### src/rtl/wht_2d_pkg.sv
// Shared definitions for the streaming 4x4 Walsh-Hadamard transform.
// The Hadamard sign table and lane indexing are used by the top and by the butterfly.
package wht_2d_pkg;

  localparam int LANES = 4;

  // H4_NEG[i][k] is set where H4 row i, column k is -1 (natural Hadamard order).
  localparam logic [3:0][3:0] H4_NEG = {4'b0110, 4'b1100, 4'b1010, 4'b0000};

  function automatic int lane_lo(input int k, input int w);
    return k * w;
  endfunction

  function automatic int lane_hi(input int k, input int w);
    return (k + 1) * w - 1;
  endfunction

endpackage

### src/rtl/wht_2d_wht4.sv
// Combinational 4-point Walsh-Hadamard butterfly.
// Each lane is sign-extended from IW to OW bits before the adds; results wrap at OW bits.
module wht4
  import wht_2d_pkg::*;
#(
  parameter int IW = 9,
  parameter int OW = 11
) (
  input  logic [LANES*IW-1:0] x_i,
  output logic [LANES*OW-1:0] y_o
);

  logic signed [OW-1:0] ext_s [LANES];
  logic signed [OW-1:0] acc_s;

  for (genvar k = 0; k < LANES; k++) begin : g_ext
    assign ext_s[k] = {{(OW-IW){x_i[lane_hi(k, IW)]}}, x_i[lane_hi(k, IW):lane_lo(k, IW)]};
  end

  // Signed sum of the four lanes under each H4 row.
  always_comb begin
    y_o   = '0;
    acc_s = '0;
    for (int i = 0; i < LANES; i++) begin
      acc_s = '0;
      for (int k = 0; k < LANES; k++) begin
        acc_s = H4_NEG[i][k] ? (acc_s - ext_s[k]) : (acc_s + ext_s[k]);
      end
      y_o[lane_lo(i, OW) +: OW] = acc_s;
    end
  end

endmodule

### src/rtl/wht_2d.sv
// Streaming 4x4 2-D Walsh-Hadamard transform Y = H*X*H, one row in and one row out per beat.
// Rows go through a row butterfly into Z; a completed Z is column-transformed into an output bank.
module wht_2d
  import wht_2d_pkg::*;
#(
  parameter int WIDTH0 = 9,
  parameter int WIDTH1 = 11,
  parameter int WIDTH2 = 13
) (
  input  logic                    clk,
  input  logic                    rst_n,
  input  logic [LANES*WIDTH0-1:0] blk_i,
  input  logic                    blk_valid,
  output logic [WIDTH2-1:0]       pix_out0,
  output logic [WIDTH2-1:0]       pix_out1,
  output logic [WIDTH2-1:0]       pix_out2,
  output logic [WIDTH2-1:0]       pix_out3,
  output logic                    pix_ovalid
);

  logic [LANES*WIDTH1-1:0] z_row_s;
  logic [LANES*WIDTH1-1:0] z_q      [LANES];
  logic [LANES*WIDTH1-1:0] col_in_s [LANES];
  logic [LANES*WIDTH2-1:0] col_out_s[LANES];
  logic [LANES*WIDTH2-1:0] y_row_s  [LANES];
  logic [LANES*WIDTH2-1:0] bank_q   [LANES];

  logic [1:0]              rcnt_q, rcnt_d;
  logic                    done_q, done_d;
  logic                    busy_q, busy_d;
  logic [1:0]              rd_ptr_q, rd_ptr_d;
  logic [LANES*WIDTH2-1:0] pix_q, pix_d;
  logic                    ovalid_q, ovalid_d;

  wht4 #(.IW(WIDTH0), .OW(WIDTH1)) u_row (
    .x_i (blk_i),
    .y_o (z_row_s)
  );

  // Column j of Z feeds butterfly j; its output lane i is Y[i][j], regrouped into row i.
  for (genvar j = 0; j < LANES; j++) begin : g_col
    for (genvar k = 0; k < LANES; k++) begin : g_pack
      assign col_in_s[j][lane_lo(k, WIDTH1) +: WIDTH1] = z_q[k][lane_lo(j, WIDTH1) +: WIDTH1];
      assign y_row_s[k][lane_lo(j, WIDTH2) +: WIDTH2]  = col_out_s[j][lane_lo(k, WIDTH2) +: WIDTH2];
    end
    wht4 #(.IW(WIDTH1), .OW(WIDTH2)) u_col (
      .x_i (col_in_s[j]),
      .y_o (col_out_s[j])
    );
  end

  // Next-state for row counter, block flag and readout sequencing.
  always_comb begin
    rcnt_d   = rcnt_q;
    done_d   = 1'b0;
    busy_d   = busy_q;
    rd_ptr_d = rd_ptr_q;
    pix_d    = pix_q;
    ovalid_d = 1'b0;
    if (blk_valid) begin
      rcnt_d = rcnt_q + 2'd1;
      done_d = (rcnt_q == 2'd3);
    end else begin
      rcnt_d = rcnt_q;
    end
    // Row 0 leaves straight from the column stage; rows 1..3 come from the bank.
    if (done_q) begin
      pix_d    = y_row_s[0];
      ovalid_d = 1'b1;
      rd_ptr_d = 2'd1;
      busy_d   = 1'b1;
    end else if (busy_q) begin
      pix_d    = bank_q[rd_ptr_q];
      ovalid_d = 1'b1;
      rd_ptr_d = rd_ptr_q + 2'd1;
      busy_d   = (rd_ptr_q != 2'd3);
    end else begin
      pix_d    = pix_q;
      ovalid_d = 1'b0;
    end
  end

  // Control and output registers.
  always_ff @(posedge clk or negedge rst_n) begin
    if (!rst_n) begin
      rcnt_q   <= 2'd0;
      done_q   <= 1'b0;
      busy_q   <= 1'b0;
      rd_ptr_q <= 2'd0;
      pix_q    <= '0;
      ovalid_q <= 1'b0;
    end else begin
      rcnt_q   <= rcnt_d;
      done_q   <= done_d;
      busy_q   <= busy_d;
      rd_ptr_q <= rd_ptr_d;
      pix_q    <= pix_d;
      ovalid_q <= ovalid_d;
    end
  end

  // Z row buffer and output bank; the bank load frees Z for the next block.
  always_ff @(posedge clk or negedge rst_n) begin
    if (!rst_n) begin
      for (int r = 0; r < LANES; r++) begin
        z_q[r]    <= '0;
        bank_q[r] <= '0;
      end
    end else begin
      if (blk_valid) begin
        z_q[rcnt_q] <= z_row_s;
      end else begin
        z_q[rcnt_q] <= z_q[rcnt_q];
      end
      if (done_q) begin
        for (int r = 0; r < LANES; r++) begin
          bank_q[r] <= y_row_s[r];
        end
      end else begin
        for (int r = 0; r < LANES; r++) begin
          bank_q[r] <= bank_q[r];
        end
      end
    end
  end

  assign pix_out0   = pix_q[lane_lo(0, WIDTH2) +: WIDTH2];
  assign pix_out1   = pix_q[lane_lo(1, WIDTH2) +: WIDTH2];
  assign pix_out2   = pix_q[lane_lo(2, WIDTH2) +: WIDTH2];
  assign pix_out3   = pix_q[lane_lo(3, WIDTH2) +: WIDTH2];
  assign pix_ovalid = ovalid_q;

endmodule

### config.mk
export PLATFORM = sky130hd
export DESIGN_NAME = wht_2d
export DESIGN_NICKNAME = d
export VERILOG_FILES = /design/src/rtl/wht_2d_pkg.sv /design/src/rtl/wht_2d_wht4.sv /design/src/rtl/wht_2d.sv
export SDC_FILE = /design/constraint.sdc
export NUM_CORES = 2
export LEC_CHECK = 0
export ABC_AREA = 0
export CAP_MARGIN = 20
export CORE_UTILIZATION = 50
export DETAILED_ROUTE_END_ITERATION = 16
export HOLD_SLACK_MARGIN = 0.12
export PLACE_DENSITY = 0.64
export SYNTH_ARGS = -nofsm -noshare
export SYNTH_HDL_FRONTEND = slang
export SYNTH_SLANG_ARGS = --single-unit
### constraint.sdc
create_clock -name clk -period 4.8 [get_ports clk]
set_input_delay 0.72 -clock clk [delete_from_list [all_inputs] [get_ports clk]]
set_output_delay 0.72 -clock clk [all_outputs]
set_load 0.03 [all_outputs]
=== Yosys cells after proc, flatten, opt, wreduce, memory -nomap -nowiden ===
Cells that the tools add are included.

* Add/sub/neg operators: 52
* Order comparisons: 3
* Equality and inequality tests: 2
* Mux-type cells: 20
* Bitwise logic cells: 2
* Reduce and logical (&&, ||, !) cells: 2

{| class="wikitable"
|+ Operator list
! operator !! count
|-
| $bwmux 176 || 2
|-
| $mux 52 || 4
|-
| $mux 176 || 1
|-
| $mux 44 || 3
|-
| $add 12x11->13 || 8
|-
| $add 13x11->13 || 8
|-
| $bmux 52 s2 || 1
|-
| $sub 12x11->13 || 8
|-
| $sub 13x11->13 || 8
|-
| $bmux 44 s2 || 1
|-
| $demux 44 s2 || 1
|-
| $add 11x11->12 || 4
|-
| $sub 11x11->12 || 4
|-
| $add 10x9->11 || 2
|-
| $add 11x9->11 || 2
|-
| $sub 10x9->11 || 2
|-
| $sub 11x9->11 || 2
|-
| $add 9x9->10 || 1
|-
| $sub 9x9->10 || 1
|-
| $ge 3x3->1 const B || 2
|-
| $not 2->3 || 2
|-
| $mux 1 || 5
|-
| $add 2x1->2 const B || 2
|-
| $mux 2 || 2
|-
| other kinds (5) || 5
|}

* Register bits: 443
* Bits of input ports: 39
* Output and inout bits: 53
* Word-level logic and storage cells: 95

=== Logic depth before layout (Yosys ltp) ===
* Word-level depth: 7
* Depth in mapped cells: 20
* Depth with buffers taken out: 19

=== Modules after synthesis ===
A second synthesis with hierarchy kept.

* Cell total of the unflattened synthesis: 4106
* Area total of the unflattened synthesis: 40755.3 um^2

{| class="wikitable"
|+ Modules (own cells, without submodules)
! module !! times used !! cells an instance !! area an instance (um^2) !! seq. area each (um^2)
|-
| wht_2d || 1 || 1611 || 20256.9 || 11085.6
|-
| wht4 at g_col[2].u_col || 1 || 537 || 4334.2 || 0.0
|-
| wht4 at g_col[0].u_col || 1 || 524 || 4277.9 || 0.0
|-
| wht4 at g_col[3].u_col || 1 || 512 || 4209.0 || 0.0
|-
| wht4 at g_col[1].u_col || 1 || 513 || 4195.3 || 0.0
|-
| wht4 at u_row || 1 || 409 || 3482.1 || 0.0
|}

=== Least setup slack after synthesis ===
OpenSTA, ideal clock, no wires.

* Path kind: input-to-reg
* From: input blk_i[0]
* To: register z_q, in the netlist col_in_s[120]
* Setup time: 65 ps
* Arrival time: 4382 ps
* Data required time: 4735 ps
* Slack: 353 ps
* Stages on the path: 17
* Buffers on the path: 0
* Cell sequence: inv_1 -> ha_1 -> inv_1 -> fa_1 -> a21o_1 -> a21oi_1 -> o21ai_0 -> nor2_1 -> xnor2_1 -> fa_1 -> ha_1 -> a21o_1 -> a21o_1 -> and2b_1 -> or4_1 -> a31oi_1 -> mux2_2

* Cells in the longest elaborated chain, start to end: 5

{| class="wikitable"
|+ Ends and longest elaborated chain
! what !! RTL line !! source
|-
| start, declared || wht_2d.sv:12 || <nowiki>input logic [LANES*WIDTH0-1:0] blk_i,</nowiki>
|-
| $sub 9x9->10 || -- ||
|-
| $add 10x9->11 || wht_2d_wht4.sv:27 || <nowiki>acc_s = H4_NEG[i][k] ? (acc_s - ext_s[k]) : (acc_s + ext_s[k]);</nowiki>
|-
| $sub 11x9->11 || wht_2d_wht4.sv:27 ||
|-
| $bwmux 176 || wht_2d.sv:111 || <nowiki>z_q[rcnt_q] <= z_row_s;</nowiki>
|-
| $mux 176 || wht_2d.sv:110 || <nowiki>if (blk_valid) begin</nowiki>
|-
| end signal, assigned by index || wht_2d.sv:111 ||
|-
| end signal, assigned by index || wht_2d.sv:113 || <nowiki>z_q[rcnt_q] <= z_q[rcnt_q];</nowiki>
|-
| end, declared || wht_2d.sv:22 || <nowiki>logic [LANES*WIDTH1-1:0] z_q [LANES];</nowiki>
|}

No other way between the ends.
A chain may end at the register's enable or synchronous reset.

=== Worst setup path after layout ===
* From: register z_q, in the netlist col_in_s[0]
* To: register bank_q[51] (netlist bit)

* Cells in the longest elaborated chain, start to end: 3

{| class="wikitable"
|+ Ends and longest elaborated chain
! what !! RTL line !! source
|-
| $sub 11x11->12 || wht_2d_wht4.sv:27 ||
|-
| $sub 12x11->13 || -- ||
|-
| $add 13x11->13 || wht_2d_wht4.sv:27 ||
|-
| end signal, assigned by index || wht_2d.sv:117 || <nowiki>bank_q[r] <= y_row_s[r];</nowiki>
|-
| end signal, assigned by index || wht_2d.sv:121 || <nowiki>bank_q[r] <= bank_q[r];</nowiki>
|-
| end, declared || wht_2d.sv:26 || <nowiki>logic [LANES*WIDTH2-1:0] bank_q [LANES];</nowiki>
|}

No other way between the ends.

==> results.md <==
Timing:
- The setup skew after layout is 0.03942 ns.
- Setup violations remaining at the end of the flow were counted as 0.
- At the pin with the least slew margin, the transition time is 1.007 ns.
- Measured against its own limit, the worst slew margin works out to 32.90%.
- The worst path uses 94.48% of the clock period.
- Setup repair after global routing left no endpoint under its margin.
- The number of max-slew violations in the final report is 0.
- For this run, the top clock speed supported by timing is 220.5 MHz.
- The count of final hold-check violations is 0.
- The worst path needs 4.535 ns of the cycle, external delays included.

Placed design:
- The placed instance count is 5111.
- Summing all placed instances gives a cell area of 0.04187 mm2.
- The quantity of I/O buffers inserted on ports is 91.
- After legalization and detailed placement, the total HPWL measured 77260 um.
- The congestion estimate from routability-driven global placement came to 0.9022.

Setup path:
- The critical path crosses 16 cells after its start point.
- By startpoint and endpoint, the worst setup path is classified as reg -> reg.
- The worst endpoint data arrival time is 5.02 ns.
- The largest fanout on the critical path is 6.
- The endpoint of the lowest-slack register-to-register path is bank_q[51]$_DFFE_PN0P_.
- The number of buffer and inverter instances along the worst setup path is 2.
- The setup slack of the worst register-to-register path is 0.26 ns.
- The sort of element at the end of the critical path is a flip-flop.
- The kind of start point of the critical path is a flip-flop.
- The worst register-to-register path begins at col_in_s[0]$_DFFE_PN0P_.
- Counting cells, the worst reg-to-reg path comes to 16.
- The most critical setup path has its endpoint at bank_q[51]$_DFFE_PN0P_.
- Walking the worst path, the cells encountered are inv_1, ha_1, inv_1, fa_1, a21o_1, a211oi_1, nor2_1, nor2_1, xnor2_1, fa_1, ha_1, or4_1, o21ai_1, a32oi_1, xnor2_1, mux2_2.
- The worst stage delay on the critical path is 0.57 ns.
- The highest-delay cell along the critical path is or4_1.
- The origin of the worst setup path is col_in_s[0]$_DFFE_PN0P_.
- At the worst endpoint, the required time is 5.28 ns.
- In this design, the largest share of critical-path delay is due to adder cells.

Layout:
- Once layout is complete, the cells apart from fillers number 5205.
- The net total in the final layout is 4763.
- After routing the design area is 0.04363 mm2.
- The number of fillers in the final layout is 6925.
- The number of diodes added for antenna fixing is 0.
- Compared with the post-synthesis result, the final layout area differs by 11.26%.
- Of the cells placed in the final design, the portion with a size suffix greater than 1 is 10.90%.

Yosys:
- The post-synthesis instance area is 0.03922 mm2.
- The most area-hungry cell type in the Yosys netlist is dfrtp_1.
- For this run, the number of Yosys warnings is 0.
- The number of enable flip-flop cells after synthesis is 0.
- In the post-synthesis netlist, the biggest area contributors are dfrtp_1, fa_1, ha_1, mux4_2, a21oi_1.
- A synthesized cell averages 9.760 um2.
- Synthesis inferred 441 register bits.
- The async set-or-reset flop fraction in the synthesized netlist is 100.0%.
- The post-synthesis instance total is 4018.
- The synthesized net count is 4656.
- The share of synthesized area occupied by flip-flops and latches is 28.14%.
- Counting distinct cell types in the post-synthesis netlist gives 70.
- The top flip-flop cell by instance count after synthesis is dfrtp_1.
- After synthesis, the largest area contributor takes up 28.14% of total cell area.

Drt:
- The highest metal layer with signal wires is met5.
- The length of the first detailed-routing pass in iterations is 5.
- Dividing the detail-routed wire length by the instance count gives 19.36 um.
- For this block, the initial DRC count from the detailed router was 2143.
- Dividing the detail-routed via count by the number of cells gives 5.694.
- The wire length on met2 is 48430 um.
- The vias after detailed routing is 29640.
- The residual antenna-violating net count after detailed routing is 0.
- The wire length on met1 is 45260 um.
- The post-detailed-routing wire length is 100800 um.
- The amount of wire on met3 after detailed routing is 4328 um.
- In the routed design, unresolved DRC markers number 0.

CTS:
- The library cell used as clock root buffer is clkbuf_16.
- The clock slew at the register clock pins of the worst setup and hold paths is 0.06 ns.
- The number of levels in the clock H-tree is 2.
- Counting the buffers created by CTS gives 52.
- TritonCTS built the clock tree.
- The buffer count from post-CTS setup fixing is 0.
- At the later pin of the worst-skew pair, clock insertion delay measures 0.64 ns.
- In this run the deepest clock path goes through 3 buffers.
- CTS saw 441 sinks.

Floorplan:
- Measured along the y axis, the die boundary spans 282.1 um.
- After floorplanning, the core was sized to cover 0.07747 mm2.
- The floorplan row count is 102.
- 92 I/O pins were placed.
- In this run the horizontal extent of the chip is 282.1 um.
- The die outline area is 0.07956 mm2.
- Once the floorplan was initialized, standard cells occupied 50.62% of the core.

GRT:
- Summed over all layers, the global routing overflow is 0.
- The first global-routing pass estimated 162400 um of wire.
- The number of antenna violations at the first check in global routing is 1.
- The number of global-route vias before repair is 29520.
- The maximum number of pins on one net before global-route repair is 143.
- Global routing consumed, over all layers together, 25.90% of the routing resources.

Job:
- The max capacitance violation total is 0.

Run status:
- The flow ran to the end, and the final reports show no timing, DRC or antenna violations.

Min path:
- In this run the worst hold path is classified as in -> async.
[layer usage]
layer	vias to the layer above	GRT usage [%]
met5	-	0
met2	656	43.62
met1	14620	35.03
met3	142	3.494
met4	2	6.912
li1	14210	-
[cells in the mapped netlist, types with 10 or more instances]
library cell	number
ha_1	352
nor2b_1	51
o21a_1	57
o31ai_1	31
nand2b_1	53
nand4_1	10
xor2_1	71
a21oi_1	349
nor2_1	356
nand3b_1	11
nand2_1	172
clkbuf_1	112
nand3_1	43
buf_2	16
inv_1	405
o211ai_1	21
mux4_2	94
a211o_1	16
a211oi_1	71
o21bai_1	27
or3_1	13
buf_1	28
a31oi_1	25
a21o_1	77
nor4_1	16
dfrtp_1	441
mux2i_1	77
xnor2_1	171
nor3_1	54
o21ai_0	251
fa_1	247
mux2_2	118
o2bb2ai_1	15
o22ai_1	12
or2_2	12
[registers in the layout, indices dropped and copies added, names as in the netlist]
| signal | cells |
|---|---|
| pix_q | 52 |
| rd_ptr_q | 2 |
| done_q | 1 |
| col_in_s | 176 |
| bank_q | 206 |
| busy_q | 1 |
| pix_ovalid | 1 |
| rcnt_q | 2 |
[how the worst min path moves through the flow]
stage                                 start                 endpoint  slack (ns)  cells after the start
finish                                rst_n  bank_q[156]$_DFFE_PN0P_        0.10                      1
global route                          rst_n  bank_q[156]$_DFFE_PN0P_        0.15                      1
floorplan                             rst_n    bank_q[0]$_DFFE_PN0P_        0.42                      0
global placement    bank_q[164]$_DFFE_PN0P_  bank_q[164]$_DFFE_PN0P_        0.46                      1
detailed placement   bank_q[56]$_DFFE_PN0P_   bank_q[56]$_DFFE_PN0P_        0.46                      1
CTS                                   rst_n  bank_q[156]$_DFFE_PN0P_        0.13                      1
[final cells by class]
| class | instances | area [um2] | area share [%] |
|---|---|---|---|
| multi-input cells | 3015 | 26100 | 59.81 |
| clock inverters | 17 | 210.2 | 0.4818 |
| repair buffers | 209 | 1909 | 4.376 |
| well taps | 1040 | 1301 | 2.982 |
| flip-flops and latches | 441 | 11050 | 25.33 |
| inverters | 406 | 1526 | 3.499 |
| clock buffers | 77 | 1536 | 3.521 |
[worst register-to-register path, delay by kind of cell (launching register included)]
kind                       cells  cell delay (ns)
muxes                          1             0.27
AOI/OAI and AO/OA              4             1.06
xor gates and xnor gates       2             0.36
adders and majority gates      4             1.38
buffers and inverters          2             0.13
DFF                            1             0.43
and+or+nand+nor                3             0.78
[through the flow]
stage | setup TNS (ns) | utilization (%) | hold slack, ns | setup WS (ns)
after CTS | 0 | 56.30 | 0.1325 | 0.2210
final | 0 | 56.32 | 0.1035 | 0.2649
after floorplan | 0 | - | 0.4244 | 0.3528
after global placement | -7.752 | 54.05 | 0.4556 | -0.3489
after global routing | 0 | 56.32 | 0.1471 | 0.004026
after detailed placement | -8.744 | 54.05 | 0.4642 | -0.3927
[cells by family after synthesis]
kind of cell	synth area share [%]
and+or+nand+nor	9.741
muxes	10.75
DFF	28.14
adders and majority gates	23.84
AOI/OAI and AO/OA	16.69
buffers and inverters	5.430
xor gates and xnor gates	5.405
[cells in the final DEF, fill, tap and decap left out, types with 57 or more instances in the layout]
cell type,netlist,routed
dfrtp_1,441,435
inv_1,405,404
nor2_1,356,356
a21oi_1,349,348
ha_1,352,348
o21ai_0,251,248
fa_1,247,247
nand2_1,172,172
xnor2_1,171,171
mux2_2,118,118
buf_4,0,109
mux4_2,94,94
clkdlybuf4s50_1,0,89
a21o_1,77,77
mux2i_1,77,77
xor2_1,71,71
a211oi_1,71,70
o21a_1,57,57
[repair_timing]
action / 4_1_cts / 5_1_grt
endpoints found under the hold margin: 0 / 0
hold buffers: 0 / 0
endpoints found under the setup margin: 0 / 18
resized for setup: 0 / 8
Power is left out: the tool's default activity adds up to more than one toggle a clock period on the data nets, which glitch-free logic cannot reach.
